## config.mk

```make
export PLATFORM = sky130hd
export DESIGN_NAME = if_id_reg_flat
export DESIGN_NICKNAME = d
export VERILOG_FILES = /design/src/rtl/cpu_defs_pkg.sv /design/src/rtl/if_id_reg_if.sv /design/src/rtl/if_exc_chk.sv /design/src/rtl/if_id_reg.sv /design/src/flat_wrapper.sv
export SDC_FILE = /design/constraint.sdc
export NUM_CORES = 1
export LEC_CHECK = 0
export CAP_MARGIN = 40
export CORE_MARGIN = 1.5
export CORE_UTILIZATION = 40
export CTS_CLUSTER_SIZE = 25
export DETAILED_ROUTE_END_ITERATION = 10
export GPL_ROUTABILITY_DRIVEN = 0
export HOLD_SLACK_MARGIN = 0.15
export PLACE_DENSITY = 0.86
export SYNTH_ARGS = -nofsm -noshare
export SYNTH_HDL_FRONTEND = slang
export SYNTH_SLANG_ARGS = --single-unit
```

## constraint.sdc

```tcl
create_clock -name clk -period 1.94 [get_ports clk]
set_clock_uncertainty 0.1 [all_clocks]
set_input_delay 0.291 -clock clk [delete_from_list [all_inputs] [get_ports clk]]
set_output_delay 0.291 -clock clk [all_outputs]
set_load 0.01 [all_outputs]
```

## src/rtl/cpu_defs_pkg.sv

```systemverilog
// Shared CPU definitions used by the IF/ID pipeline register.
//   - PC_INIT     : PC value presented for a bubble or after reset
//   - NOP_WORD    : instruction word substituted for a bubble or a faulted fetch
//   - EXC_NONE    : exception code meaning "no exception"
//   - EXC_ADEL    : address error on load/fetch
//   - IM_LO/IM_HI : lowest and highest legal instruction-fetch addresses
//   - id_stage_t  : the contents of the ID stage, with a bubble constructor
package cpu_defs_pkg;

  localparam logic [31:0] PC_INIT  = 32'h0000_3000;
  localparam logic [31:0] NOP_WORD = 32'h0000_0000;
  localparam logic [4:0]  EXC_NONE = 5'd0;
  localparam logic [4:0]  EXC_ADEL = 5'd4;
  localparam logic [31:0] IM_LO    = 32'h0000_3000;
  localparam logic [31:0] IM_HI    = 32'h0000_6FFC;

  typedef struct packed {
    logic [31:0] pc;
    logic [31:0] instr;
    logic        valid;
    logic        bd;
    logic [4:0]  exc_code;
  } id_stage_t;

  // An empty slot: no instruction, no delay slot, no exception.
  function automatic id_stage_t make_bubble(input logic [31:0] pc);
    id_stage_t b;
    b.pc       = pc;
    b.instr    = NOP_WORD;
    b.valid    = 1'b0;
    b.bd       = 1'b0;
    b.exc_code = EXC_NONE;
    return b;
  endfunction

endpackage

```

## src/rtl/if_id_reg_if.sv

```systemverilog
// Bus between the fetch stage, the hazard unit and the decode stage,
// as seen by the IF/ID pipeline register.
//   Control : stall, flush
//   IF side : if_pc[31:0], if_instr[31:0], if_bd
//   ID side : id_pc[31:0], id_instr[31:0], id_valid, id_bd,
//             id_exc_code[4:0], id_stall_cnt[15:0]
// Modports:
//   master : drives control and IF side, observes ID side
//   slave  : the pipeline register itself
interface if_id_reg_if;

  logic        stall;
  logic        flush;
  logic [31:0] if_pc;
  logic [31:0] if_instr;
  logic        if_bd;
  logic [31:0] id_pc;
  logic [31:0] id_instr;
  logic        id_valid;
  logic        id_bd;
  logic [4:0]  id_exc_code;
  logic [15:0] id_stall_cnt;

  modport master (
    output stall, flush, if_pc, if_instr, if_bd,
    input  id_pc, id_instr, id_valid, id_bd, id_exc_code, id_stall_cnt
  );

  modport slave (
    input  stall, flush, if_pc, if_instr, if_bd,
    output id_pc, id_instr, id_valid, id_bd, id_exc_code, id_stall_cnt
  );

endinterface

```

## src/rtl/if_exc_chk.sv

```systemverilog
// Combinational fetch-address checker.
//   if_pc[31:0]   in  : fetch address
//   exc_code[4:0] out : EXC_ADEL when the address is misaligned or outside
//                       [IM_LO, IM_HI] (bounds inclusive, unsigned), else EXC_NONE
// Only compiled when IF_EXC_CHECK_EN is defined; the build without the
// check has no use for it.
`ifdef IF_EXC_CHECK_EN
module if_exc_chk #(
  parameter logic [31:0] IM_LO = cpu_defs_pkg::IM_LO,
  parameter logic [31:0] IM_HI = cpu_defs_pkg::IM_HI
) (
  input  logic [31:0] if_pc,
  output logic [4:0]  exc_code
);
  import cpu_defs_pkg::*;

  logic misaligned;
  logic below;
  logic above;

  always_comb begin
    misaligned = (if_pc[1:0] != 2'b00);
    below      = (if_pc < IM_LO);
    above      = (if_pc > IM_HI);
    exc_code   = (misaligned || below || above) ? EXC_ADEL : EXC_NONE;
  end

endmodule
`endif

```

## src/rtl/if_id_reg.sv

```systemverilog
// IF/ID pipeline register.
//   clk   : clock, all state changes on the rising edge
//   reset : synchronous, active-high
//   bus   : if_id_reg_if.slave (stall/flush, IF inputs, ID outputs)
// Per-edge priority: reset > flush > stall > load.
// id_stall_cnt counts edges with stall=1, flush=0, reset=0 and saturates at 16'hFFFF.
// Build option: define IF_EXC_CHECK_EN to check fetch addresses; a faulted
// fetch loads a NOP with id_exc_code = AdEL. Without it id_exc_code stays 0.
module if_id_reg #(
  parameter logic [31:0] PC_INIT = cpu_defs_pkg::PC_INIT,
  parameter logic [31:0] IM_LO   = cpu_defs_pkg::IM_LO,
  parameter logic [31:0] IM_HI   = cpu_defs_pkg::IM_HI
) (
  input  logic         clk,
  input  logic         reset,
  if_id_reg_if.slave   bus
);
  import cpu_defs_pkg::*;

  id_stage_t   stage_q, stage_d;
  logic [15:0] stall_cnt_q, stall_cnt_d;
  logic [4:0]  fetch_exc;

`ifdef IF_EXC_CHECK_EN
  if_exc_chk #(
    .IM_LO (IM_LO),
    .IM_HI (IM_HI)
  ) u_if_exc_chk (
    .if_pc    (bus.if_pc),
    .exc_code (fetch_exc)
  );
`else
  logic unused_bounds;
  assign unused_bounds = ^{IM_LO, IM_HI};
  assign fetch_exc     = EXC_NONE;
`endif

  always_comb begin
    stage_d     = stage_q;
    stall_cnt_d = stall_cnt_q;
    if (reset) begin
      stage_d     = make_bubble(PC_INIT);
      stall_cnt_d = '0;
    end else if (bus.flush) begin
      stage_d = make_bubble(PC_INIT);
    end else if (bus.stall) begin
      if (stall_cnt_q != '1) begin
        stall_cnt_d = stall_cnt_q + 16'd1;
      end
    end else begin
      stage_d.pc       = bus.if_pc;
      stage_d.valid    = 1'b1;
      stage_d.bd       = bus.if_bd;
      stage_d.exc_code = fetch_exc;
      // A faulted fetch never reaches decode as a real opcode.
      stage_d.instr    = (fetch_exc != EXC_NONE) ? NOP_WORD : bus.if_instr;
    end
  end

  always_ff @(posedge clk) begin
    stage_q     <= stage_d;
    stall_cnt_q <= stall_cnt_d;
  end

  assign bus.id_pc        = stage_q.pc;
  assign bus.id_instr     = stage_q.instr;
  assign bus.id_valid     = stage_q.valid;
  assign bus.id_bd        = stage_q.bd;
  assign bus.id_exc_code  = stage_q.exc_code;
  assign bus.id_stall_cnt = stall_cnt_q;

endmodule

```

## src/flat_wrapper.sv

```systemverilog
// flat-port wrapper written by rule: the top's interface ports become plain ports
module if_id_reg_flat import cpu_defs_pkg::*;
#(
  parameter logic [31:0] PC_INIT = cpu_defs_pkg::PC_INIT,
  parameter logic [31:0] IM_LO   = cpu_defs_pkg::IM_LO,
  parameter logic [31:0] IM_HI   = cpu_defs_pkg::IM_HI
)
  (clk, reset, bus_stall, bus_flush, bus_if_pc, bus_if_instr, bus_if_bd, bus_id_pc, bus_id_instr, bus_id_valid, bus_id_bd, bus_id_exc_code, bus_id_stall_cnt);
  if_id_reg_if bus_i ();
  input  logic clk;
  input  logic reset;
  input wire logic [$bits(bus_i.stall)-1:0] bus_stall;
  input wire logic [$bits(bus_i.flush)-1:0] bus_flush;
  input wire logic [$bits(bus_i.if_pc)-1:0] bus_if_pc;
  input wire logic [$bits(bus_i.if_instr)-1:0] bus_if_instr;
  input wire logic [$bits(bus_i.if_bd)-1:0] bus_if_bd;
  output wire logic [$bits(bus_i.id_pc)-1:0] bus_id_pc;
  output wire logic [$bits(bus_i.id_instr)-1:0] bus_id_instr;
  output wire logic [$bits(bus_i.id_valid)-1:0] bus_id_valid;
  output wire logic [$bits(bus_i.id_bd)-1:0] bus_id_bd;
  output wire logic [$bits(bus_i.id_exc_code)-1:0] bus_id_exc_code;
  output wire logic [$bits(bus_i.id_stall_cnt)-1:0] bus_id_stall_cnt;
  assign bus_i.stall = bus_stall;
  assign bus_i.flush = bus_flush;
  assign bus_i.if_pc = bus_if_pc;
  assign bus_i.if_instr = bus_if_instr;
  assign bus_i.if_bd = bus_if_bd;
  assign bus_id_pc = bus_i.id_pc;
  assign bus_id_instr = bus_i.id_instr;
  assign bus_id_valid = bus_i.id_valid;
  assign bus_id_bd = bus_i.id_bd;
  assign bus_id_exc_code = bus_i.id_exc_code;
  assign bus_id_stall_cnt = bus_i.id_stall_cnt;
  if_id_reg #(.PC_INIT(PC_INIT), .IM_LO(IM_LO), .IM_HI(IM_HI)) u_core (.clk(clk), .reset(reset), .bus(bus_i));
endmodule
```

**After elaboration in Yosys (flattened, before gate mapping)**

Index checks and enable logic that the tools add are counted.

- Add/subtract/negate cells: 1
- $mul: 0
- Magnitude comparators: 0
- Bitwise gates (word level): 1
- Equal/unequal tests: 1
- Mux-type cells: 0
- Reduce and logical (&&, ||, !) cells: 2
- Shift-type cells: 0
- Divide/modulo/power cells: 0

Operators with widths:

| operator | number |
|---|---|
| $add 16x1->16 const B | 1 |
| $ne 16x16->1 const B | 1 |
| $reduce_and 3->1 | 1 |
| $reduce_or 2->1 | 1 |
| $not 1->1 | 1 |

- Bits in writable memories: 0
- Memories kept: 0
- Register bits: 82
- Output and inout port bits: 87
- Bits in read-only memories: 0
- Bits in latches: 0

**Logic depth before layout (Yosys ltp)**

- Word-level depth: 2
- Mapped depth: 6
- Mapped depth without buffers: 6

**Least setup slack after synthesis**

No wires, ideal clock.

- Kind: register to register
- Start point: register u_core.stall_cnt_q[0], in the netlist u_core.bus.id_stall_cnt[0]
- End point: register u_core.stall_cnt_q[12], in the netlist u_core.bus.id_stall_cnt[12]
- Setup slack: 0.188 ns
- Data arrival time: 1.527 ns
- Setup time: 0.124 ns
- Clock period less this slack: 1.752 ns
- Stages on the path, launching flop included: 7
- Cells stage by stage: dfxtp_1 > ha_1 > nand3_1 > or2_1 > nor4b_1 > xnor2_1 > nor2_1

- Cells in the longest elaborated chain, start to end: 2

RTL lines:

| what | RTL line | text |
|---|---|---|
| from (decl) | if_id_reg.sv:21 | `logic [15:0] stall_cnt_q, stall_cnt_d;` |
| from (signal assigned) | if_id_reg.sv:62 | `stall_cnt_q <= stall_cnt_d;` |
| parallel branches: the longest is 2 deep, another holds $add 16x1->16 | -- |  |

Parallel ways; which one is timed is not known.
A chain may end at the register's enable or synchronous reset.

**Final worst setup path**

- Start point: register u_core.stall_cnt_q[7], in the netlist u_core.bus.id_stall_cnt[7]
- End point: output port bus_id_stall_cnt[7]

RTL lines:

| what | RTL line | text |
|---|---|---|
| to (decl) | flat_wrapper.sv:22 | `output wire logic [$bits(bus_i.id_stall_cnt)-1:0] bus_id_stall_cnt;` |

No word-level cell between the ends.

==> summary.md <==
| Metric | Value |
|---|---|
| Sw power | `0.000797 W` |
| Hold endpoint | `u_core.bus.id_stall_cnt[1]` |
| CTS Buf Count | `9` |
| Post-synthesis sequential area ratio | `52.0%` |
| Synth top area cells | `dfxtp_1 (52%), mux2i_1 (20%), nor2_1 (9.5%), xnor2_1 (3.9%), buf_4 (1.2%)` |
| GRT Overall Usage | `18.2%` |
| Fin Setup TNS | `0 ps` |
| Final non-filler cell total | `569` |
| Crit Path Class | `reg -> out` |
| Top FF cell, synth | `dfxtp_1` |
| Num Clock Sinks | `82` |
| Final Core Density | `64.6%` |
| Setup slack, reg-to-reg | `140 ps` |
| Routed Antenna Nets | `0` |
| Cell family with most CP delay | `buffers and inverters` |
| Core box area | `7690 sq um` |
| Die Width | `91.9 um` |
| Clock root buffer | `clkbuf_8` |
| Synth cell types | `37` |
| CTS tree | `yes` |
| Most frequent cells after synthesis | `dfxtp_1 (82), nor2_1 (80), mux2i_1 (63)` |
| DR vias | `2697` |
| Final WS setup | `111 ps` |
| Critical Path Start Type | `flip-flop` |
| Yosys top cell by area | `dfxtp_1` |
| CP bufs+invs | `2` |
| Worst hold path type | `in -> reg` |
| Slew Viols, Final | `0` |
| Crit Reg-Reg Endpoint | `u_core.bus.id_stall_cnt[10]` |
| Most common cell in the netlist | `dfxtp_1` |
| Final HPWL DP | `5.58 mm` |
| Wire per inst | `13.6 um` |
| Period utilization | `94.3%` |
| I/O pins | `156` |
| GR Overflow Total | `0` |
| DR iter-0 viols | `54` |
| Synthesized flop and latch total | `82` |
| Power share of the clock group | `35.8%` |
| Ant. Diodes | `0` |
| Max-cap violations | `0` |
| Final setup viols | `0` |
| Clk buf depth | `2` |
| Min Tclk post-route | `1830 ps` |
| Drt first pass iters | `4` |
| CP endpoint kind | `output pin` |
| Mean post-synth cell area | `10.2 sq um` |
| Synthesized area | `3160 sq um` |
| Initial core utilization | `41.1%` |
| Crit-path max cell delay | `530 ps` |
| Crit Path Max Fanout | `4` |
| Sw Ratio | `23.2%` |
| Final WL | `7.74 mm` |
| R2R cell count | `6` |
| Worst path cell trace | `buf_4 > clkdlybuf4s50_1` |
| Hold depth | `5` |
| FFs w/ async S/R, synth | `0%` |
| Power density over the cells | `690 nW/um^2` |
| Dpl ws | `-128 ps` |
| Cell internal pwr | `0.00263 W` |
| Clock Latency Late Sink | `340 ps` |
| Global-route wire length before repair | `12.3 mm` |
| Area growth syn-to-layout | `57.3%` |
| Die ar. | `8440 sq um` |
| Share of the synthesized area in the top cell type | `52.0%` |
| Pleak | `1.98 nW` |
| Critical Path RT | `1550 ps` |
| Largest net degree at the start of global routing | `69` |
| EDFF count, synth | `0` |
| FP Rows | `32` |
| Residual DRC count | `0` |
| Placed cell count | `554` |
| Hold Buf Count CTS | `0` |
| Vias in the first global route | `2608` |
| Yosys warnings | `0` |
| Post-Synthesis Cells | `310` |
| Hold Vio Cnt, Final | `0` |
| Initial antenna violation count | `0` |
| Clk slew on worst S/H paths | `80 ps` |
| Fmax | `547 MHz` |
| Vias per Instance | `4.74` |
| Outcome | `finished, final reports clean` |
| Reg2reg start | `u_core.bus.id_stall_cnt[1]` |
| Fraction of layout cells with a size suffix above 1 | `8.14%` |
| Die H | `91.9 um` |
| Combinational share of power | `13.0%` |
| CP arrival | `1440 ps` |
| Slowest CP cell | `clkdlybuf4s50_1` |
| Final nets | `533` |
| VDD IR max | `312 uV` |
| Seq pwr share | `51.2%` |
| I/O Buffers | `150` |
| H-tree depth | `3` |
| Min-Delay Startpoint | `bus_stall` |
[worst max path at each step]
| stage | startpoint | endpoint | cells after the start |
|---|---|---|---|
| 2_1_floorplan | u_core.bus.id_stall_cnt[0] | u_core.bus.id_stall_cnt[12] | 6 |
| 3_3_place_gp | bus_flush | u_core.bus.id_stall_cnt[11] | 6 |
| 3_5_place_dp | bus_flush | u_core.bus.id_stall_cnt[11] | 6 |
| 4_1_cts | u_core.bus.id_stall_cnt[1] | u_core.bus.id_stall_cnt[10] | 6 |
| 5_1_grt | u_core.bus.id_stall_cnt[1] | u_core.bus.id_stall_cnt[10] | 6 |
| 6_report | u_core.bus.id_stall_cnt[7] | bus_id_stall_cnt[7] | 2 |
[metal layers]
| layer | routed length (um) | GRT usage (%) |
|---|---|---|
| met5 | 0 | 0 |
| met4 | 93 | 6.54 |
| met3 | 495 | 4.48 |
| met2 | 3740 | 30.9 |
| met1 | 3410 | 22.4 |
[power by group through the flow]
| stage | logic (W) | registers (W) | clock network [W] |
|---|---|---|---|
| after floorplan | 0.000173 | 0.00182 | 0 |
| after global placement | 0.000443 | 0.00179 | 0 |
| after detailed placement | 0.000450 | 0.00179 | 0 |
| after CTS | 0.000451 | 0.00176 | 0.00126 |
| after global routing | 0.000481 | 0.00176 | 0.00133 |
| final | 0.000447 | 0.00175 | 0.00123 |
[worst min-delay path, cell delays in order]
cell      delay (ps)
buf_4            140
nand2b_4         100
nor2_1            80
nand2_1           60
a21oi_1           50
[stage by stage]
| stage | instance area, sq um | power, W | hold WS, ps |
|---|---|---|---|
| 2_1_floorplan | 3170 | 0.00199 | 335 |
| 3_3_place_gp | 4760 | 0.00223 | 337 |
| 5_1_grt | 4970 | 0.00358 | 344 |
| 4_1_cts | 4950 | 0.00347 | 299 |
| 3_5_place_dp | 4760 | 0.00224 | 341 |
| 6_report | 4970 | 0.00343 | 318 |
[cell usage in the layout (no fill, tap or decap), drive strengths merged]
cell type	count
o21ai	1
nand4	6
conb	5
a211o	2
or2	2
clkbuf	11
xnor2	14
nor4	4
bufinv	1
nor3	8
buf	11
nor4b	1
a21oi	3
nand2b	2
ha	1
nand2	5
inv	3
nor3b	1
mux2i	63
nor2	81
or4	1
nor2b	2
a31o	1
and2	1
dfxtp	82
clkdlybuf4s50	149
nand3	2
clkinvlp	3
and4	1
[registers in the layout (all words and copies together), names as in the netlist]
| name | flops |
|---|---|
| u_core.bus.id_stall_cnt | 16 |
| u_core.bus.id_valid | 1 |
| u_core.bus.id_pc | 32 |
| u_core.bus.id_instr | 32 |
| u_core.bus.id_bd | 1 |
[what timing repair did]
| action | CTS | global route |
|---|---|---|
| endpoints found under the setup margin | 0 | 3 |
| setup buffers | 0 | 0 |
| resized for setup | 0 | 3 |
[area by class of cell]
| cell class | count | area (sq um) |
|---|---|---|
| Tap cell | 102 | 128 |
| Clock inverter | 4 | 52.6 |
| Multi-Input combinational cell | 207 | 1410 |
| Sequential cell | 82 | 1640 |
| Clock buffer | 11 | 141 |
| Fill cell | 632 | 2720 |
| Inverter | 3 | 11.3 |
| Timing Repair Buffer | 160 | 1590 |
[logic make-up after synthesis]
logic type | share of synthesized area (%)
AOI/OAI and AO/OA | 1.47
adders and majority gates | 0.396
DFF | 52.0
other | 0.119
muxes | 20.0
xor gates and xnor gates | 3.88
and+or+nand+nor | 17.8
buffers and inverters | 4.40
No activity file was read; power rests on OpenSTA's default activity.
